## config.mk

```make
export PLATFORM = sky130hd
export DESIGN_NAME = axi4_lite_arbiter_flat
export DESIGN_NICKNAME = d
export VERILOG_FILES = /design/src/rtl/axi4_lite_arb_pkg.sv /design/src/rtl/axi4_lite_if.sv /design/src/rtl/rr_arbiter2.sv /design/src/rtl/axi4_lite_arbiter.sv /design/src/flat_wrapper.sv
export SDC_FILE = /design/constraint.sdc
export NUM_CORES = 1
export LEC_CHECK = 0
export BUFFER_PORTS_ARGS = -buffer_cell sky130_fd_sc_hd__clkbuf_2
export CAP_MARGIN = 20
export CORE_AREA = 5 5 176 178
export DETAILED_ROUTE_END_ITERATION = 7
export DIE_AREA = 0 0 181 183
export MAX_ROUTING_LAYER = met4
export PLACE_DENSITY = 0.33
export SYNTH_ARGS = -nofsm -noshare
export SYNTH_HDL_FRONTEND = slang
export SYNTH_SLANG_ARGS = --single-unit
export TNS_END_PERCENT = 50
```

## constraint.sdc

```tcl
create_clock -name clk -period 1.6 [get_ports clk]
set_clock_uncertainty 0.15 [all_clocks]
set_input_delay 0.16 -clock clk [delete_from_list [all_inputs] [get_ports clk]]
set_output_delay 0.16 -clock clk [all_outputs]
set_load 0.01 [all_outputs]
```

## src/rtl/axi4_lite_arb_pkg.sv

```systemverilog
// Shared types for the two-requester AXI4-Lite arbiter: path FSM states,
// requester index and bus field widths.
package axi4_lite_arb_pkg;

  localparam int unsigned PROT_WIDTH = 3;
  localparam int unsigned RESP_WIDTH = 2;

  typedef enum logic [1:0] {
    W_IDLE = 2'd0,
    W_ADDR = 2'd1,
    W_RESP = 2'd2
  } wr_state_e;

  typedef enum logic [1:0] {
    R_IDLE = 2'd0,
    R_ADDR = 2'd1,
    R_DATA = 2'd2
  } rd_state_e;

  typedef logic req_idx_t;

  function automatic logic [1:0] idx_to_onehot(input req_idx_t idx);
    return idx ? 2'b10 : 2'b01;
  endfunction

endpackage

```

## src/rtl/axi4_lite_if.sv

```systemverilog
// AXI4-Lite bus bundle; master drives requests, slave drives responses.
interface axi4_lite_if #(
  parameter int unsigned ADDR_WIDTH = 32,
  parameter int unsigned DATA_WIDTH = 32
);
  localparam int unsigned STRB_WIDTH = DATA_WIDTH / 8;

  logic [ADDR_WIDTH-1:0]                     awaddr;
  logic [axi4_lite_arb_pkg::PROT_WIDTH-1:0]  awprot;
  logic                                      awvalid;
  logic                                      awready;
  logic [DATA_WIDTH-1:0]                     wdata;
  logic [STRB_WIDTH-1:0]                     wstrb;
  logic                                      wvalid;
  logic                                      wready;
  logic [axi4_lite_arb_pkg::RESP_WIDTH-1:0]  bresp;
  logic                                      bvalid;
  logic                                      bready;
  logic [ADDR_WIDTH-1:0]                     araddr;
  logic [axi4_lite_arb_pkg::PROT_WIDTH-1:0]  arprot;
  logic                                      arvalid;
  logic                                      arready;
  logic [DATA_WIDTH-1:0]                     rdata;
  logic [axi4_lite_arb_pkg::RESP_WIDTH-1:0]  rresp;
  logic                                      rvalid;
  logic                                      rready;

  modport master (
    output awaddr, awprot, awvalid, wdata, wstrb, wvalid, bready,
           araddr, arprot, arvalid, rready,
    input  awready, wready, bresp, bvalid, arready, rdata, rresp, rvalid
  );

  modport slave (
    input  awaddr, awprot, awvalid, wdata, wstrb, wvalid, bready,
           araddr, arprot, arvalid, rready,
    output awready, wready, bresp, bvalid, arready, rdata, rresp, rvalid
  );

endinterface

```

## src/rtl/rr_arbiter2.sv

```systemverilog
// Two-way round-robin arbiter: combinational one-hot grant from request and
// priority pointer; pointer moves to the other requester when a transaction ends.
module rr_arbiter2
  import axi4_lite_arb_pkg::*;
(
  input  logic       clk,
  input  logic       rst,
  input  logic [1:0] i_req,
  input  logic       i_done,
  input  req_idx_t   i_done_idx,
  output logic [1:0] o_grant_c,
  output req_idx_t   o_idx_c
);

  req_idx_t r_ptr;

  // A lone requester wins outright; the pointer only breaks ties.
  always_comb begin
    o_idx_c = r_ptr;
    case (i_req)
      2'b01:   o_idx_c = 1'b0;
      2'b10:   o_idx_c = 1'b1;
      default: o_idx_c = r_ptr;
    endcase
    o_grant_c = (|i_req) ? idx_to_onehot(o_idx_c) : 2'b00;
  end

  always_ff @(posedge clk) begin
    if (rst) begin
      r_ptr <= 1'b0;
    end else if (i_done) begin
      r_ptr <= ~i_done_idx;
    end
  end

endmodule

```

## src/rtl/axi4_lite_arbiter.sv

```systemverilog
// Two-requester AXI4-Lite arbiter onto one downstream slave; write and read
// paths are arbitrated independently, one outstanding transaction each.
module axi4_lite_arbiter
  import axi4_lite_arb_pkg::*;
#(
  parameter int unsigned ADDR_WIDTH = 32,
  parameter int unsigned DATA_WIDTH = 32
) (
  input  logic        clk,
  input  logic        rst,
  axi4_lite_if.slave  s0,
  axi4_lite_if.slave  s1,
  axi4_lite_if.master m,
  output logic [1:0]  wr_grant,
  output logic [1:0]  rd_grant
);

  localparam int unsigned STRB_WIDTH = DATA_WIDTH / 8;

  wr_state_e  r_wr_state, w_wr_state_nxt;
  req_idx_t   r_wr_idx, w_wr_idx_nxt, w_wr_arb_idx;
  logic [1:0] r_wr_grant, w_wr_grant_nxt, w_wr_arb_grant, w_wr_req;
  logic       r_aw_done, r_w_done, w_aw_done_nxt, w_w_done_nxt;
  logic       w_aw_fwd, w_w_fwd, w_b_fwd, w_wr_done;
  logic       w_sel_awvalid, w_sel_wvalid, w_sel_bready;

  rd_state_e  r_rd_state, w_rd_state_nxt;
  req_idx_t   r_rd_idx, w_rd_idx_nxt, w_rd_arb_idx;
  logic [1:0] r_rd_grant, w_rd_grant_nxt, w_rd_arb_grant, w_rd_req;
  logic       w_ar_fwd, w_r_fwd, w_rd_done;
  logic       w_sel_arvalid, w_sel_rready;

  assign w_wr_req      = {s1.awvalid, s0.awvalid};
  assign w_rd_req      = {s1.arvalid, s0.arvalid};
  assign w_sel_awvalid = r_wr_idx ? s1.awvalid : s0.awvalid;
  assign w_sel_wvalid  = r_wr_idx ? s1.wvalid  : s0.wvalid;
  assign w_sel_bready  = r_wr_idx ? s1.bready  : s0.bready;
  assign w_sel_arvalid = r_rd_idx ? s1.arvalid : s0.arvalid;
  assign w_sel_rready  = r_rd_idx ? s1.rready  : s0.rready;

  rr_arbiter2 u_wr_arb (
    .clk        (clk),
    .rst        (rst),
    .i_req      (w_wr_req),
    .i_done     (w_wr_done),
    .i_done_idx (r_wr_idx),
    .o_grant_c  (w_wr_arb_grant),
    .o_idx_c    (w_wr_arb_idx)
  );

  rr_arbiter2 u_rd_arb (
    .clk        (clk),
    .rst        (rst),
    .i_req      (w_rd_req),
    .i_done     (w_rd_done),
    .i_done_idx (r_rd_idx),
    .o_grant_c  (w_rd_arb_grant),
    .o_idx_c    (w_rd_arb_idx)
  );

  // Write FSM; forwarding enables stay low during reset so no valid/ready leaks.
  always_comb begin
    w_wr_state_nxt = r_wr_state;
    w_wr_idx_nxt   = r_wr_idx;
    w_wr_grant_nxt = r_wr_grant;
    w_aw_done_nxt  = r_aw_done;
    w_w_done_nxt   = r_w_done;
    w_aw_fwd       = 1'b0;
    w_w_fwd        = 1'b0;
    w_b_fwd        = 1'b0;
    w_wr_done      = 1'b0;
    if (!rst) begin
      case (r_wr_state)
        W_IDLE: begin
          if (|w_wr_req) begin
            w_wr_state_nxt = W_ADDR;
            w_wr_idx_nxt   = w_wr_arb_idx;
            w_wr_grant_nxt = w_wr_arb_grant;
          end
        end
        W_ADDR: begin
          w_aw_fwd      = !r_aw_done;
          w_w_fwd       = !r_w_done;
          w_aw_done_nxt = r_aw_done | (w_aw_fwd & w_sel_awvalid & m.awready);
          w_w_done_nxt  = r_w_done  | (w_w_fwd  & w_sel_wvalid  & m.wready);
          if (w_aw_done_nxt && w_w_done_nxt) begin
            w_wr_state_nxt = W_RESP;
            w_aw_done_nxt  = 1'b0;
            w_w_done_nxt   = 1'b0;
          end
        end
        W_RESP: begin
          w_b_fwd = 1'b1;
          if (m.bvalid && w_sel_bready) begin
            w_wr_state_nxt = W_IDLE;
            w_wr_grant_nxt = 2'b00;
            w_wr_done      = 1'b1;
          end
        end
        default: w_wr_state_nxt = W_IDLE;
      endcase
    end
  end

  always_ff @(posedge clk) begin
    if (rst) begin
      r_wr_state <= W_IDLE;
      r_wr_idx   <= 1'b0;
      r_wr_grant <= 2'b00;
      r_aw_done  <= 1'b0;
      r_w_done   <= 1'b0;
    end else begin
      r_wr_state <= w_wr_state_nxt;
      r_wr_idx   <= w_wr_idx_nxt;
      r_wr_grant <= w_wr_grant_nxt;
      r_aw_done  <= w_aw_done_nxt;
      r_w_done   <= w_w_done_nxt;
    end
  end

  // Read FSM, same shape as the write side with a single address channel.
  always_comb begin
    w_rd_state_nxt = r_rd_state;
    w_rd_idx_nxt   = r_rd_idx;
    w_rd_grant_nxt = r_rd_grant;
    w_ar_fwd       = 1'b0;
    w_r_fwd        = 1'b0;
    w_rd_done      = 1'b0;
    if (!rst) begin
      case (r_rd_state)
        R_IDLE: begin
          if (|w_rd_req) begin
            w_rd_state_nxt = R_ADDR;
            w_rd_idx_nxt   = w_rd_arb_idx;
            w_rd_grant_nxt = w_rd_arb_grant;
          end
        end
        R_ADDR: begin
          w_ar_fwd = 1'b1;
          if (w_sel_arvalid && m.arready) w_rd_state_nxt = R_DATA;
        end
        R_DATA: begin
          w_r_fwd = 1'b1;
          if (m.rvalid && w_sel_rready) begin
            w_rd_state_nxt = R_IDLE;
            w_rd_grant_nxt = 2'b00;
            w_rd_done      = 1'b1;
          end
        end
        default: w_rd_state_nxt = R_IDLE;
      endcase
    end
  end

  always_ff @(posedge clk) begin
    if (rst) begin
      r_rd_state <= R_IDLE;
      r_rd_idx   <= 1'b0;
      r_rd_grant <= 2'b00;
    end else begin
      r_rd_state <= w_rd_state_nxt;
      r_rd_idx   <= w_rd_idx_nxt;
      r_rd_grant <= w_rd_grant_nxt;
    end
  end

  assign wr_grant = r_wr_grant;
  assign rd_grant = r_rd_grant;

  // Downstream requests: payload muxed by owner, valids gated by FSM phase.
  assign m.awaddr  = ADDR_WIDTH'(r_wr_idx ? s1.awaddr : s0.awaddr);
  assign m.awprot  = PROT_WIDTH'(r_wr_idx ? s1.awprot : s0.awprot);
  assign m.awvalid = w_aw_fwd & w_sel_awvalid;
  assign m.wdata   = DATA_WIDTH'(r_wr_idx ? s1.wdata : s0.wdata);
  assign m.wstrb   = STRB_WIDTH'(r_wr_idx ? s1.wstrb : s0.wstrb);
  assign m.wvalid  = w_w_fwd & w_sel_wvalid;
  assign m.bready  = w_b_fwd & w_sel_bready;
  assign m.araddr  = ADDR_WIDTH'(r_rd_idx ? s1.araddr : s0.araddr);
  assign m.arprot  = PROT_WIDTH'(r_rd_idx ? s1.arprot : s0.arprot);
  assign m.arvalid = w_ar_fwd & w_sel_arvalid;
  assign m.rready  = w_r_fwd & w_sel_rready;

  // Upstream responses reach only the owning requester.
  assign s0.awready = w_aw_fwd & m.awready & (r_wr_idx == 1'b0);
  assign s1.awready = w_aw_fwd & m.awready & (r_wr_idx == 1'b1);
  assign s0.wready  = w_w_fwd  & m.wready  & (r_wr_idx == 1'b0);
  assign s1.wready  = w_w_fwd  & m.wready  & (r_wr_idx == 1'b1);
  assign s0.bvalid  = w_b_fwd  & m.bvalid  & (r_wr_idx == 1'b0);
  assign s1.bvalid  = w_b_fwd  & m.bvalid  & (r_wr_idx == 1'b1);
  assign s0.bresp   = m.bresp;
  assign s1.bresp   = m.bresp;
  assign s0.arready = w_ar_fwd & m.arready & (r_rd_idx == 1'b0);
  assign s1.arready = w_ar_fwd & m.arready & (r_rd_idx == 1'b1);
  assign s0.rvalid  = w_r_fwd  & m.rvalid  & (r_rd_idx == 1'b0);
  assign s1.rvalid  = w_r_fwd  & m.rvalid  & (r_rd_idx == 1'b1);
  assign s0.rdata   = m.rdata;
  assign s1.rdata   = m.rdata;
  assign s0.rresp   = m.rresp;
  assign s1.rresp   = m.rresp;

endmodule

```

## src/flat_wrapper.sv

```systemverilog
// flat-port wrapper written by rule: the top's interface ports become plain ports
module axi4_lite_arbiter_flat import axi4_lite_arb_pkg::*;
#(
  parameter int unsigned ADDR_WIDTH = 32,
  parameter int unsigned DATA_WIDTH = 32
)
  (clk, rst, wr_grant, rd_grant, s0_awaddr, s0_awprot, s0_awvalid, s0_wdata, s0_wstrb, s0_wvalid, s0_bready, s0_araddr, s0_arprot, s0_arvalid, s0_rready, s0_awready, s0_wready, s0_bresp, s0_bvalid, s0_arready, s0_rdata, s0_rresp, s0_rvalid, s1_awaddr, s1_awprot, s1_awvalid, s1_wdata, s1_wstrb, s1_wvalid, s1_bready, s1_araddr, s1_arprot, s1_arvalid, s1_rready, s1_awready, s1_wready, s1_bresp, s1_bvalid, s1_arready, s1_rdata, s1_rresp, s1_rvalid, m_awaddr, m_awprot, m_awvalid, m_wdata, m_wstrb, m_wvalid, m_bready, m_araddr, m_arprot, m_arvalid, m_rready, m_awready, m_wready, m_bresp, m_bvalid, m_arready, m_rdata, m_rresp, m_rvalid);
  axi4_lite_if #(.ADDR_WIDTH(ADDR_WIDTH), .DATA_WIDTH(DATA_WIDTH)) s0_i ();
  axi4_lite_if #(.ADDR_WIDTH(ADDR_WIDTH), .DATA_WIDTH(DATA_WIDTH)) s1_i ();
  axi4_lite_if #(.ADDR_WIDTH(ADDR_WIDTH), .DATA_WIDTH(DATA_WIDTH)) m_i ();
  input  logic clk;
  input  logic rst;
  output logic [1:0] wr_grant;
  output logic [1:0] rd_grant;
  input wire logic [$bits(s0_i.awaddr)-1:0] s0_awaddr;
  input wire logic [$bits(s0_i.awprot)-1:0] s0_awprot;
  input wire logic [$bits(s0_i.awvalid)-1:0] s0_awvalid;
  input wire logic [$bits(s0_i.wdata)-1:0] s0_wdata;
  input wire logic [$bits(s0_i.wstrb)-1:0] s0_wstrb;
  input wire logic [$bits(s0_i.wvalid)-1:0] s0_wvalid;
  input wire logic [$bits(s0_i.bready)-1:0] s0_bready;
  input wire logic [$bits(s0_i.araddr)-1:0] s0_araddr;
  input wire logic [$bits(s0_i.arprot)-1:0] s0_arprot;
  input wire logic [$bits(s0_i.arvalid)-1:0] s0_arvalid;
  input wire logic [$bits(s0_i.rready)-1:0] s0_rready;
  output wire logic [$bits(s0_i.awready)-1:0] s0_awready;
  output wire logic [$bits(s0_i.wready)-1:0] s0_wready;
  output wire logic [$bits(s0_i.bresp)-1:0] s0_bresp;
  output wire logic [$bits(s0_i.bvalid)-1:0] s0_bvalid;
  output wire logic [$bits(s0_i.arready)-1:0] s0_arready;
  output wire logic [$bits(s0_i.rdata)-1:0] s0_rdata;
  output wire logic [$bits(s0_i.rresp)-1:0] s0_rresp;
  output wire logic [$bits(s0_i.rvalid)-1:0] s0_rvalid;
  input wire logic [$bits(s1_i.awaddr)-1:0] s1_awaddr;
  input wire logic [$bits(s1_i.awprot)-1:0] s1_awprot;
  input wire logic [$bits(s1_i.awvalid)-1:0] s1_awvalid;
  input wire logic [$bits(s1_i.wdata)-1:0] s1_wdata;
  input wire logic [$bits(s1_i.wstrb)-1:0] s1_wstrb;
  input wire logic [$bits(s1_i.wvalid)-1:0] s1_wvalid;
  input wire logic [$bits(s1_i.bready)-1:0] s1_bready;
  input wire logic [$bits(s1_i.araddr)-1:0] s1_araddr;
  input wire logic [$bits(s1_i.arprot)-1:0] s1_arprot;
  input wire logic [$bits(s1_i.arvalid)-1:0] s1_arvalid;
  input wire logic [$bits(s1_i.rready)-1:0] s1_rready;
  output wire logic [$bits(s1_i.awready)-1:0] s1_awready;
  output wire logic [$bits(s1_i.wready)-1:0] s1_wready;
  output wire logic [$bits(s1_i.bresp)-1:0] s1_bresp;
  output wire logic [$bits(s1_i.bvalid)-1:0] s1_bvalid;
  output wire logic [$bits(s1_i.arready)-1:0] s1_arready;
  output wire logic [$bits(s1_i.rdata)-1:0] s1_rdata;
  output wire logic [$bits(s1_i.rresp)-1:0] s1_rresp;
  output wire logic [$bits(s1_i.rvalid)-1:0] s1_rvalid;
  output wire logic [$bits(m_i.awaddr)-1:0] m_awaddr;
  output wire logic [$bits(m_i.awprot)-1:0] m_awprot;
  output wire logic [$bits(m_i.awvalid)-1:0] m_awvalid;
  output wire logic [$bits(m_i.wdata)-1:0] m_wdata;
  output wire logic [$bits(m_i.wstrb)-1:0] m_wstrb;
  output wire logic [$bits(m_i.wvalid)-1:0] m_wvalid;
  output wire logic [$bits(m_i.bready)-1:0] m_bready;
  output wire logic [$bits(m_i.araddr)-1:0] m_araddr;
  output wire logic [$bits(m_i.arprot)-1:0] m_arprot;
  output wire logic [$bits(m_i.arvalid)-1:0] m_arvalid;
  output wire logic [$bits(m_i.rready)-1:0] m_rready;
  input wire logic [$bits(m_i.awready)-1:0] m_awready;
  input wire logic [$bits(m_i.wready)-1:0] m_wready;
  input wire logic [$bits(m_i.bresp)-1:0] m_bresp;
  input wire logic [$bits(m_i.bvalid)-1:0] m_bvalid;
  input wire logic [$bits(m_i.arready)-1:0] m_arready;
  input wire logic [$bits(m_i.rdata)-1:0] m_rdata;
  input wire logic [$bits(m_i.rresp)-1:0] m_rresp;
  input wire logic [$bits(m_i.rvalid)-1:0] m_rvalid;
  assign s0_i.awaddr = s0_awaddr;
  assign s0_i.awprot = s0_awprot;
  assign s0_i.awvalid = s0_awvalid;
  assign s0_i.wdata = s0_wdata;
  assign s0_i.wstrb = s0_wstrb;
  assign s0_i.wvalid = s0_wvalid;
  assign s0_i.bready = s0_bready;
  assign s0_i.araddr = s0_araddr;
  assign s0_i.arprot = s0_arprot;
  assign s0_i.arvalid = s0_arvalid;
  assign s0_i.rready = s0_rready;
  assign s0_awready = s0_i.awready;
  assign s0_wready = s0_i.wready;
  assign s0_bresp = s0_i.bresp;
  assign s0_bvalid = s0_i.bvalid;
  assign s0_arready = s0_i.arready;
  assign s0_rdata = s0_i.rdata;
  assign s0_rresp = s0_i.rresp;
  assign s0_rvalid = s0_i.rvalid;
  assign s1_i.awaddr = s1_awaddr;
  assign s1_i.awprot = s1_awprot;
  assign s1_i.awvalid = s1_awvalid;
  assign s1_i.wdata = s1_wdata;
  assign s1_i.wstrb = s1_wstrb;
  assign s1_i.wvalid = s1_wvalid;
  assign s1_i.bready = s1_bready;
  assign s1_i.araddr = s1_araddr;
  assign s1_i.arprot = s1_arprot;
  assign s1_i.arvalid = s1_arvalid;
  assign s1_i.rready = s1_rready;
  assign s1_awready = s1_i.awready;
  assign s1_wready = s1_i.wready;
  assign s1_bresp = s1_i.bresp;
  assign s1_bvalid = s1_i.bvalid;
  assign s1_arready = s1_i.arready;
  assign s1_rdata = s1_i.rdata;
  assign s1_rresp = s1_i.rresp;
  assign s1_rvalid = s1_i.rvalid;
  assign m_awaddr = m_i.awaddr;
  assign m_awprot = m_i.awprot;
  assign m_awvalid = m_i.awvalid;
  assign m_wdata = m_i.wdata;
  assign m_wstrb = m_i.wstrb;
  assign m_wvalid = m_i.wvalid;
  assign m_bready = m_i.bready;
  assign m_araddr = m_i.araddr;
  assign m_arprot = m_i.arprot;
  assign m_arvalid = m_i.arvalid;
  assign m_rready = m_i.rready;
  assign m_i.awready = m_awready;
  assign m_i.wready = m_wready;
  assign m_i.bresp = m_bresp;
  assign m_i.bvalid = m_bvalid;
  assign m_i.arready = m_arready;
  assign m_i.rdata = m_rdata;
  assign m_i.rresp = m_rresp;
  assign m_i.rvalid = m_rvalid;
  axi4_lite_arbiter #(.ADDR_WIDTH(ADDR_WIDTH), .DATA_WIDTH(DATA_WIDTH)) u_core (.clk(clk), .rst(rst), .s0(s0_i), .s1(s1_i), .m(m_i), .wr_grant(wr_grant), .rd_grant(rd_grant));
endmodule
```

==> results.md <==
- Critical Path Start Type: flop
- Die W: approximately 180 um
- Max incr delay on CP: 0.35 ns
- Largest net degree at the start of global routing: 34
- Share of post-route cells with drive strength above 1: 87.7%
- CTS sink cnt: 14
- CTS Root Cell: clkbuf_16
- Outcome: complete, but fails checks
- Overall power: just over 3 mW
- Power density cells: 576 nW/um^2
- GPL Wtd Cong: 0.797
- Netlist cell types: 35
- Rows: 63
- Syn avg cell area: around 8.9 sq um
- Nets: 864
- Crit path time final: 1.79 ns
- Num CTS Buffers: 3
- Final period utilization: 112%
- Worst path bufs/invs: 1
- Layout area overhead: 103%
- Finish-stage setup viols: 110
- Worst-skew pair later-pin latency: approximately 0.24 ns
- Per-cell routed wire length: 15.8 um
- Worst setup path class: flop to primary output
- Initial antenna violation count: 2
- Vias in the first global route: 3572
- Unrepaired setup endpoints after global routing: true
- Final wirelength: 15600 um
- DRC viols: 0
- Final instance area: roughly 5400 sq um
- Failing checks: setup timing
- Top-level I/O count: roughly 460
- Via density: 3.37
- Worst Path Arrival: ~1.5 ns
- Share of the yosys chip area belonging to registers: a little over a tenth
- First-pass GRT wire length: 21600 um
- Pleak: approximately 2.8 nW
- Worst setup path startpoint: u_core.r_wr_state[1]$_SDFFE_PP0P_
- Req. time, crit path: 1.29 ns
- Hold Worst Slack: between 0.07 and 0.08 ns
- CP endpoint kind: primary output
- GRT met3 Usage: 3.77%
- Maximum vdd ir drop: 0.241 mV
- Vias post-DR: between 3000 and 4000
- Critical path's top delay family: simple AND/OR/NAND/NOR gates
- DR iter-0 viols: 47
- Total grt overflow: 0
- Synth Cell Area: 2640 sq um
- Total track usage: 8.66%
- Worst-path clk slew: 0.05 ns
- Die Ht: 183 um
- Hold buffers post-CTS: 0
- FF-to-FF Start: u_core.r_wr_idx$_SDFFE_PP0P_
- Final setup margin: -0.185 ns
- # fillers: 3305
- Worst path cell trace: nand2b_4 > or2_4 > or3_4 > nor2_2 > buf_2
- Buffers added on ports: 353
- Max FO, Critical Path: 2
- Post-DP HPWL: 13100 um
- Placed Area: 4430 sq um
- Max_cap viols: 0
- Synthesized instance count: 296
- Register area: 294 sq um
- Final hold vios: 0
- Max Slew Vio Count: 0
- Met1 usage: 8.82%
- CTS Buffer Depth: 2
- TritonCTS clock tree: yes
- Multi-input logic area: 2020 sq um
- DR pass1 iterations: 3
- Syn Nets: around 570
- Hold Crit Class: primary input to flop
- Slowest cell on crit path: or3_4
- Hold Crit Start: s1_rready
- Worst slew pin tran: 0.320 ns
- Seq cells post-synth: 14
- Max H-tree Level: 1
- Global route hottest layer: met2
- Detail Route Antenna Nets: 0
- Synth warn: 0
- Finished Core Util: a little under a fifth
- CORE AREA: between 20000 and 30000 sq um
- Slew HR: between 70% and 80%
- Initial Util: 9.03%
- Die footprint: 33100 sq um
- Maximum clock frequency: about 560 MHz
- Global Route met2 Usage: around 15%
[cell usage in the layout (no fill, tap or decap), types with 4 or more instances in the layout]
| cell | count |
|---|---|
| dfxtp_1 | 9 |
| nand2_1 | 10 |
| ha_1 | 4 |
| buf_12 | 5 |
| buf_2 | 4 |
| clkbuf_16 | 4 |
| inv_1 | 7 |
| buf_6 | 46 |
| nor2_2 | 4 |
| nor2_1 | 11 |
| mux2_4 | 56 |
| buf_4 | 14 |
| clkbuf_2 | 307 |
| a21oi_1 | 5 |
| mux2_2 | 53 |
[layout make-up]
cell class	instances	area share, %
diodes	3	0.140
clock buffers	4	1.47
inverters	7	0.491
multi-input cells	186	37.8
flip-flops and latches	14	5.49
well taps	390	9.12
repair buffers	383	45.5
[path summary, 6_finish.rpt]
| check | to | slack [ns] | depth (start not counted) |
|---|---|---|---|
| min reg2reg | u_core.rd_grant[0]$_SDFFE_PP0P_ | 0.32 | 2 |
| max | s1_awready | -0.19 | 5 |
| max reg2reg | u_core.r_w_done$_SDFFE_PP0N_ | -0.14 | 5 |
| min | u_core.u_rd_arb.r_ptr$_SDFFE_PP0P_ | 0.08 | 4 |
[tightest hold or removal path: stages]
cell	delay (ns)
clkbuf_2	0.09
nand2_1	0.06
a2bb2oi_1	0.06
nor2_1	0.07
[registers in the layout, summed over array words and instances (netlist names)]
name	flops
u_core.r_aw_done	1
u_core.r_rd_state	2
u_core.r_wr_state	2
u_core.r_wr_idx	1
u_core.wr_grant	2
u_core.u_rd_arb.r_ptr	1
u_core.r_w_done	1
u_core.r_rd_idx	1
u_core.u_wr_arb.r_ptr	1
u_core.rd_grant	2
[stage by stage]
step | cells | TNS, ns | setup slack [ns]
floorplan | 296 | 0 | 0.00201
global placement | 968 | -0.256 | -0.122
global route | 986 | -15.74 | -0.229
CTS | 986 | -13.54 | -0.260
finish | 987 | -10.13 | -0.185
detailed placement | 968 | -0.272 | -0.143
[synth_stat cells]
cell type | n | area share, %
mux2i_4 | 1 | 0.85
and3_1 | 3 | 0.71
nor4_1 | 2 | 0.47
and2_1 | 3 | 0.71
a31oi_1 | 2 | 0.47
nor2b_1 | 1 | 0.24
a2111oi_0 | 1 | 0.33
o21ba_2 | 1 | 0.38
o22ai_1 | 2 | 0.47
nor3b_1 | 2 | 0.57
nand2b_1 | 1 | 0.24
buf_4 | 72 | 20
mux2i_1 | 3 | 1.1
nor3_1 | 4 | 0.76
nor4b_1 | 1 | 0.33
clkbuf_1 | 5 | 0.71
buf_6 | 1 | 0.43
o21ai_0 | 1 | 0.19
a211oi_1 | 3 | 0.85
inv_1 | 7 | 1.0
buf_2 | 11 | 2.1
o31ai_1 | 1 | 0.28
mux2_2 | 109 | 46
nor2_1 | 16 | 2.3
or3b_1 | 1 | 0.33
nand2_1 | 10 | 1.4
dfxtp_1 | 14 | 11
or2_2 | 1 | 0.24
nand4b_1 | 1 | 0.33
a21oi_1 | 6 | 1.1
a2bb2oi_1 | 1 | 0.33
ha_1 | 4 | 1.9
or3_1 | 3 | 0.71
and3b_1 | 1 | 0.33
nand3_1 | 1 | 0.19
[per-layer routing]
| metal | wire (um) | vias to the layer above |
|---|---|---|
| met5 | 0 | - |
| met4 | 323 | 0 |
| met3 | 1780 | 22 |
| met2 | 8060 | 261 |
| met1 | 5440 | 1471 |
| li1 | - | 1570 |
[power by group]
part	total, mW	switching [mW]	internal (mW)
logic	2.16	0.875	1.28
clock network	0.491	0.153	0.338
registers	0.434	0.0491	0.385
total	3.08	1.08	2.01
[cell families after synthesis]
logic type / synth area share [%]
buffers and inverters: 24.7
multiplexers: 48.5
flip-flops: 10.6
AND/OR/NAND/NOR: 9.86
adder cells (fa/ha/maj): 1.90
AO/OA/AOI/OAI: 4.45
[what timing repair did]
item,CTS,global route
pin swaps,3,8
setup buffers,10,2
resized for setup,58,144
endpoints found under the setup margin,118,127
cloned,5,1
No activity file was read; power rests on OpenSTA's default activity.
